--- src/rtl/alu_serial_ctrl.sv ---
// Bit-serial ALU sequencer: one 1-bit ALU slice evaluated per clock, LSB first, carry held in a flop.
// Optional macro SERIAL_OVF_EN adds the signed-overflow output ovf.
module alu_serial_ctrl #(
    parameter int unsigned WIDTH = 8
) (
    input  logic             clk,
    input  logic             reset,
    input  logic             start,
    input  logic [2:0]       select,
    input  logic [WIDTH-1:0] a,
    input  logic [WIDTH-1:0] b,
    output logic             ready,
    output logic             busy,
    output logic             done,
    output logic [WIDTH-1:0] result,
    output logic             carry,
`ifdef SERIAL_OVF_EN
    output logic             zero,
    output logic             ovf
`else
    output logic             zero
`endif
);

    localparam int unsigned CNT_W = $clog2(WIDTH);
    localparam logic [CNT_W-1:0] LAST_CNT = CNT_W'(WIDTH - 1);

    localparam logic [2:0] OP_NOT  = 3'b001;
    localparam logic [2:0] OP_NAND = 3'b011;
    localparam logic [2:0] OP_NOR  = 3'b100;
    localparam logic [2:0] OP_SUB  = 3'b101;
    localparam logic [2:0] OP_ADD  = 3'b110;

    typedef enum logic [1:0] {
        S_IDLE = 2'd0,
        S_RUN  = 2'd1,
        S_DONE = 2'd2
    } state_t;

    state_t           r_state;
    state_t           w_state_nxt;
    logic             w_accept;
    logic             w_last;

    logic [WIDTH-1:0] r_a_sh;
    logic [WIDTH-1:0] r_b_sh;
    logic [2:0]       r_op;
    logic             r_cf;
    logic [CNT_W-1:0] r_cnt;

    logic             r_ready;
    logic             r_busy;
    logic             r_done;
    logic [WIDTH-1:0] r_result;
    logic             r_carry;
    logic             r_zero;

    logic             w_b_eff;
    logic             w_sum;
    logic             w_cgen;
    logic             w_slice_out;
    logic             w_slice_cout;
    logic             w_arith;
    logic [WIDTH-1:0] w_result_nxt;

    // Single 1-bit ALU slice; b is inverted for SUB, logic ops never generate a carry
    always_comb begin
        w_b_eff      = (r_op == OP_SUB) ? ~r_b_sh[0] : r_b_sh[0];
        w_sum        = r_a_sh[0] ^ w_b_eff ^ r_cf;
        w_cgen       = (r_a_sh[0] & w_b_eff) | (r_cf & (r_a_sh[0] ^ w_b_eff));
        w_slice_out  = r_a_sh[0];
        w_slice_cout = 1'b0;
        w_arith      = 1'b0;
        case (r_op)
            OP_NOT:  w_slice_out = ~r_a_sh[0];
            OP_NAND: w_slice_out = ~(r_a_sh[0] & r_b_sh[0]);
            OP_NOR:  w_slice_out = ~(r_a_sh[0] | r_b_sh[0]);
            OP_ADD, OP_SUB: begin
                w_slice_out  = w_sum;
                w_slice_cout = w_cgen;
                w_arith      = 1'b1;
            end
            default: w_slice_out = r_a_sh[0];
        endcase
    end

    assign w_result_nxt = {w_slice_out, r_result[WIDTH-1:1]};

    // Next-state logic
    always_comb begin
        w_state_nxt = r_state;
        w_accept    = 1'b0;
        w_last      = 1'b0;
        case (r_state)
            S_IDLE, S_DONE: begin
                if (start) begin
                    w_state_nxt = S_RUN;
                    w_accept    = 1'b1;
                end else begin
                    w_state_nxt = S_IDLE;
                end
            end
            S_RUN: begin
                if (r_cnt == LAST_CNT) begin
                    w_state_nxt = S_DONE;
                    w_last      = 1'b1;
                end
            end
            default: w_state_nxt = S_IDLE;
        endcase
    end

    // State register; handshake flags are registered from the next state
    always_ff @(posedge clk) begin
        if (reset) begin
            r_state <= S_IDLE;
            r_ready <= 1'b1;
            r_busy  <= 1'b0;
            r_done  <= 1'b0;
        end else begin
            r_state <= w_state_nxt;
            r_ready <= (w_state_nxt != S_RUN);
            r_busy  <= (w_state_nxt == S_RUN);
            r_done  <= w_last;
        end
    end

    // Datapath: operand shifters, carry flop, counter and result/flag capture
    always_ff @(posedge clk) begin
        if (reset) begin
            r_a_sh   <= '0;
            r_b_sh   <= '0;
            r_op     <= 3'b000;
            r_cf     <= 1'b0;
            r_cnt    <= '0;
            r_result <= '0;
            r_carry  <= 1'b0;
            r_zero   <= 1'b0;
        end else if (w_accept) begin
            r_a_sh <= a;
            r_b_sh <= b;
            r_op   <= select;
            r_cf   <= (select == OP_SUB);
            r_cnt  <= '0;
        end else if (r_state == S_RUN) begin
            r_result <= w_result_nxt;
            r_a_sh   <= r_a_sh >> 1;
            r_b_sh   <= r_b_sh >> 1;
            r_cf     <= w_slice_cout;
            if (w_last) begin
                r_carry <= w_arith & w_slice_cout;
                r_zero  <= (w_result_nxt == '0);
            end else begin
                r_cnt <= r_cnt + CNT_W'(1);
            end
        end
    end

`ifdef SERIAL_OVF_EN
    logic r_ovf;

    // Signed overflow: carry into the MSB differs from carry out of it
    always_ff @(posedge clk) begin
        if (reset) begin
            r_ovf <= 1'b0;
        end else if ((r_state == S_RUN) && w_last) begin
            r_ovf <= w_arith & (r_cf ^ w_slice_cout);
        end
    end

    assign ovf = r_ovf;
`endif

    assign ready  = r_ready;
    assign busy   = r_busy;
    assign done   = r_done;
    assign result = r_result;
    assign carry  = r_carry;
    assign zero   = r_zero;

endmodule

--- config.mk ---
export PLATFORM = sky130hd
export DESIGN_NAME = alu_serial_ctrl
export DESIGN_NICKNAME = d
export VERILOG_FILES = /design/src/rtl/alu_serial_ctrl.sv
export SDC_FILE = /design/constraint.sdc
export NUM_CORES = 1
export LEC_CHECK = 0
export ABC_AREA = 1
export ABC_CLOCK_PERIOD_IN_PS = 1450
export CAP_MARGIN = 20
export CELL_PAD_IN_SITES_DETAIL_PLACEMENT = 1
export CELL_PAD_IN_SITES_GLOBAL_PLACEMENT = 1
export CORE_UTILIZATION = 33
export CTS_CLUSTER_SIZE = 14
export DETAILED_ROUTE_END_ITERATION = 16
export MAX_ROUTING_LAYER = met4
export PLACE_DENSITY_LB_ADDON = 0.25
export RECOVER_POWER = 25
export SETUP_SLACK_MARGIN = 0.1
export SLEW_MARGIN = 20
export SYNTH_ARGS = -nofsm -noshare
export SYNTH_HDL_FRONTEND = slang
export SYNTH_SLANG_ARGS = --single-unit
--- constraint.sdc ---
create_clock -name clk -period 1.45 [get_ports clk]
set_input_delay 0.435 -clock clk [delete_from_list [all_inputs] [get_ports clk]]
set_output_delay 0.435 -clock clk [all_outputs]
set_load 0.02 [all_outputs]
==> impl_metrics.csv <==
group,metric,value,unit
global_route,grt-ovfl-total,0,
layout,layout.nets,289,
global_route,grt_pass1_vias,1582,
clock_network,cts_made_buffers,5,
die,num_io_pins,35,
logic_synthesis,synth_area_leaders,"dfxtp_1 46%, nand2_1 12%, a31oi_2 6.0%",
logic_synthesis,yosysSeqAreaShare,0.459,
route,wl,4.15,mm
setup_path,r2r_slack,-0.19,ns
route,drc,0,
logic_synthesis,synth.distinct_cells,29,
die,die_y,72.9,um
status,status,"finished, violations left",
logic_synthesis,synth_top_area_cell,"dfxtp_1",
die,dieArea,0.00532,mm^2
timing,fin_crit,1.64,ns
clock_network,h-tree-depth,2,
clock_network,clk_pin_slew,0.07,ns
global_route,grt_use_met2,0.294,
min_path,hold_path_class,"reg -> reg",
logic_synthesis,yosysWarnings,0,
placed_design,hpwlAfterDp,3.08,mm
global_route,top_usage_layer,"met2",
layout,antennaDiodeCount,0,
setup_path,crit_type,"reg -> reg",
placed_design,gp_congestion,0.777,
setup_path,cp_data_required_time,1.67,ns
clock_network,clk_latency,0.29,ns
route,vias,1554,
die,start_util,0.347,
timing,fin_setup_tns,-0.318,ns
logic_synthesis,synthCells,203,
setup_path,reg2reg_depth,10,
global_route,grt_max_degree,23,
logic_synthesis,ys_ff_latch,38,
route,routedWlPerCell,12.5,um
logic_synthesis,yosysTopAreaCellShare,0.459,
layout,fillers,605,
logic_synthesis,synth_ff_type,"dfxtp_1",
route,vias_per_cell,4.69,
logic_synthesis,async_flop_share,0,
timing,worst_slack,-0.186,ns
status,violations,"setup timing",
logic_synthesis,synth.most_common_cell,"nand2_1",
power_and_ir_drop,power_leakage,0.921,nW
die,core,0.00479,mm^2
logic_synthesis,synth_fp_nets,228,
global_route,grt_use_total,0.179,
placed_design,portBuffers,34,
global_route,grt_util_met3,0.0373,
logic_synthesis,synth-edff-count,0,
layout,drive_gt1_frac,0.295,
power_and_ir_drop,power.density,1000,mW/mm^2
global_route,grt_pass1_wl,6.96,mm
timing,skew,0.00451,ns
route,drtIter0Drc,46,
global_route,met1_usage,0.215,
clock_network,clockBufferDepth,2,
timing,clock.fmax,611,MHz
min_path,hp-start,"r_b_sh[2]",
run,maxCapViolCount,0,
route,postRouteAntennaNets,0,
timing,relSlewSlack,0.831,
setup_path,timing.rr.end,"zero",
logic_synthesis,synth.avg_cell_area,8.17,um^2
timing,hold_viol_final,0,
route,first_pass_iters,4,
logic_synthesis,netlist_area,0.00166,mm^2
setup_path,critPathArrivalTime,1.86,ns
setup_path,cp-end-kind,"flip-flop",
min_path,hold_end,"r_b_sh[2]",
layout,instances_no_fill,331,
placed_design,dp_cells,322,
timing,slew_viol_final,0,
setup_path,worstReg2RegStart,"r_op[1]",
global_route,antenna_found_initial,0,
layout,syn_to_final_growth,39.7,%
clock_network,cts-root-buf,"clkbuf_8",
min_path,hold_path_depth,2,
clock_network,cts_sinks,38,
die,core.rowCount,25,
timing,rsz0062_at_grt,"true",
power_and_ir_drop,peakVddDrop,547,uV
die,die_w,72.9,um
timing,fin_crit_sh,1.13,
setup_path,path_max_fanout,2,
timing,worst_pin_slew,0.255,ns
setup_path,start_kind,"flip-flop",
timing,setup-violations-final,3,
clock_network,tritoncts,"done",
logic_synthesis,synth_common_cells,"54 x nand2_1, 38 x dfxtp_1, 17 x nor2_1",
==> worst max path at each step <==
| stage | end | cells past startpoint | start |
|---|---|---|---|
| after floorplan | zero | 10 | r_op[1] |
| after global placement | zero | 10 | r_op[1] |
| after detailed placement | zero | 10 | r_op[1] |
| after CTS | zero | 10 | r_op[1] |
| after global routing | zero | 10 | r_op[1] |
| final | zero | 10 | r_op[1] |
==> sequential cells by signal (all words and copies together) (netlist names), 2 cells and up <==
signal   count
r_cnt        3
r_a_sh       8
r_op         3
r_state      2
r_b_sh       8
result       8
==> per-stage QoR <==
step | utilization | hold WS (ns) | instance area (um^2) | worst slack (ns) | power (mW)
final | 0.484 | 0.471 | 2320 | -0.186 | 2.32
after global routing | 0.484 | 0.495 | 2320 | -0.290 | 2.44
after CTS | 0.488 | 0.474 | 2340 | -0.189 | 2.35
after detailed placement | 0.472 | 0.462 | 2260 | -0.193 | 1.67
after global placement | 0.472 | 0.456 | 2260 | -0.140 | 1.66
after floorplan | - | 0.448 | 1670 | -0.0982 | 1.44
==> area by class of cell <==
type | instances | area (um^2) | area share
tap | 67 | 83.8 | 0.0362
timing repair buffer | 61 | 529 | 0.228
inverter | 17 | 72.6 | 0.0313
clock buffer | 7 | 76.3 | 0.0329
multi-input combinational | 141 | 792 | 0.342
sequential | 38 | 764 | 0.330
==> cell families after synthesis <==
family	Yosys count	synth area share
adder cells (fa/ha/maj)	3	0.0271
AND/OR/NAND/NOR	95	0.259
flip-flops	38	0.459
XOR/XNOR	1	0.00528
buffers and inverters	24	0.0739
AO/OA/AOI/OAI	42	0.176
==> metal layers <==
| metal | routed length (um) | part of all wire |
|---|---|---|
| met5 | 0 | 0 |
| met4 | 59 | 0.014 |
| met3 | 151 | 0.036 |
| met2 | 1940 | 0.47 |
| met1 | 2000 | 0.48 |
==> critical path, cell delays in order, from the launching register on <==
cell and delay, ns:
dfxtp_2 0.33, inv_2 0.06, nand3_2 0.06, xor2_1 0.16
fa_1 0.48, inv_1 0.04, nand4_1 0.07, nand2_1 0.06
nor2_2 0.10, nand3_1 0.08, a21oi_1 0.12
==> report_power, final <==
part | switching [mW] | internal [mW]
Clock | 0.357 | 0.331
Combinational | 0.259 | 0.225
Sequential | 0.0378 | 1.11
==> what timing repair did <==
item,in CTS,in global routing
endpoints found under the setup margin,20,12
resized for setup,44,8
hold buffers,0,0
pin swaps,1,1
setup buffers,1,1
==> layout by cell type (no fill, tap or decap), types with 2 or more instances in the layout <==
cell and count:
nand2_1 54, dfxtp_1 35, buf_4 24, clkdlybuf4s50_1 19, nor2_1 16, o21ai_0 11, inv_1 10, a21oi_1 9
a31oi_1 8, nand2_2 8, a31oi_2 8, buf_2 7, nand3_1 6, clkbuf_8 5, inv_2 4, nand4_1 4
clkdlybuf4s15_2 4, a21oi_2 3, clkbuf_1 3, dfxtp_2 3, nand2_4 2, ha_1 2, dlygate4sd3_1 2, buf_12 2
Power figures use the tool's default switching activity.
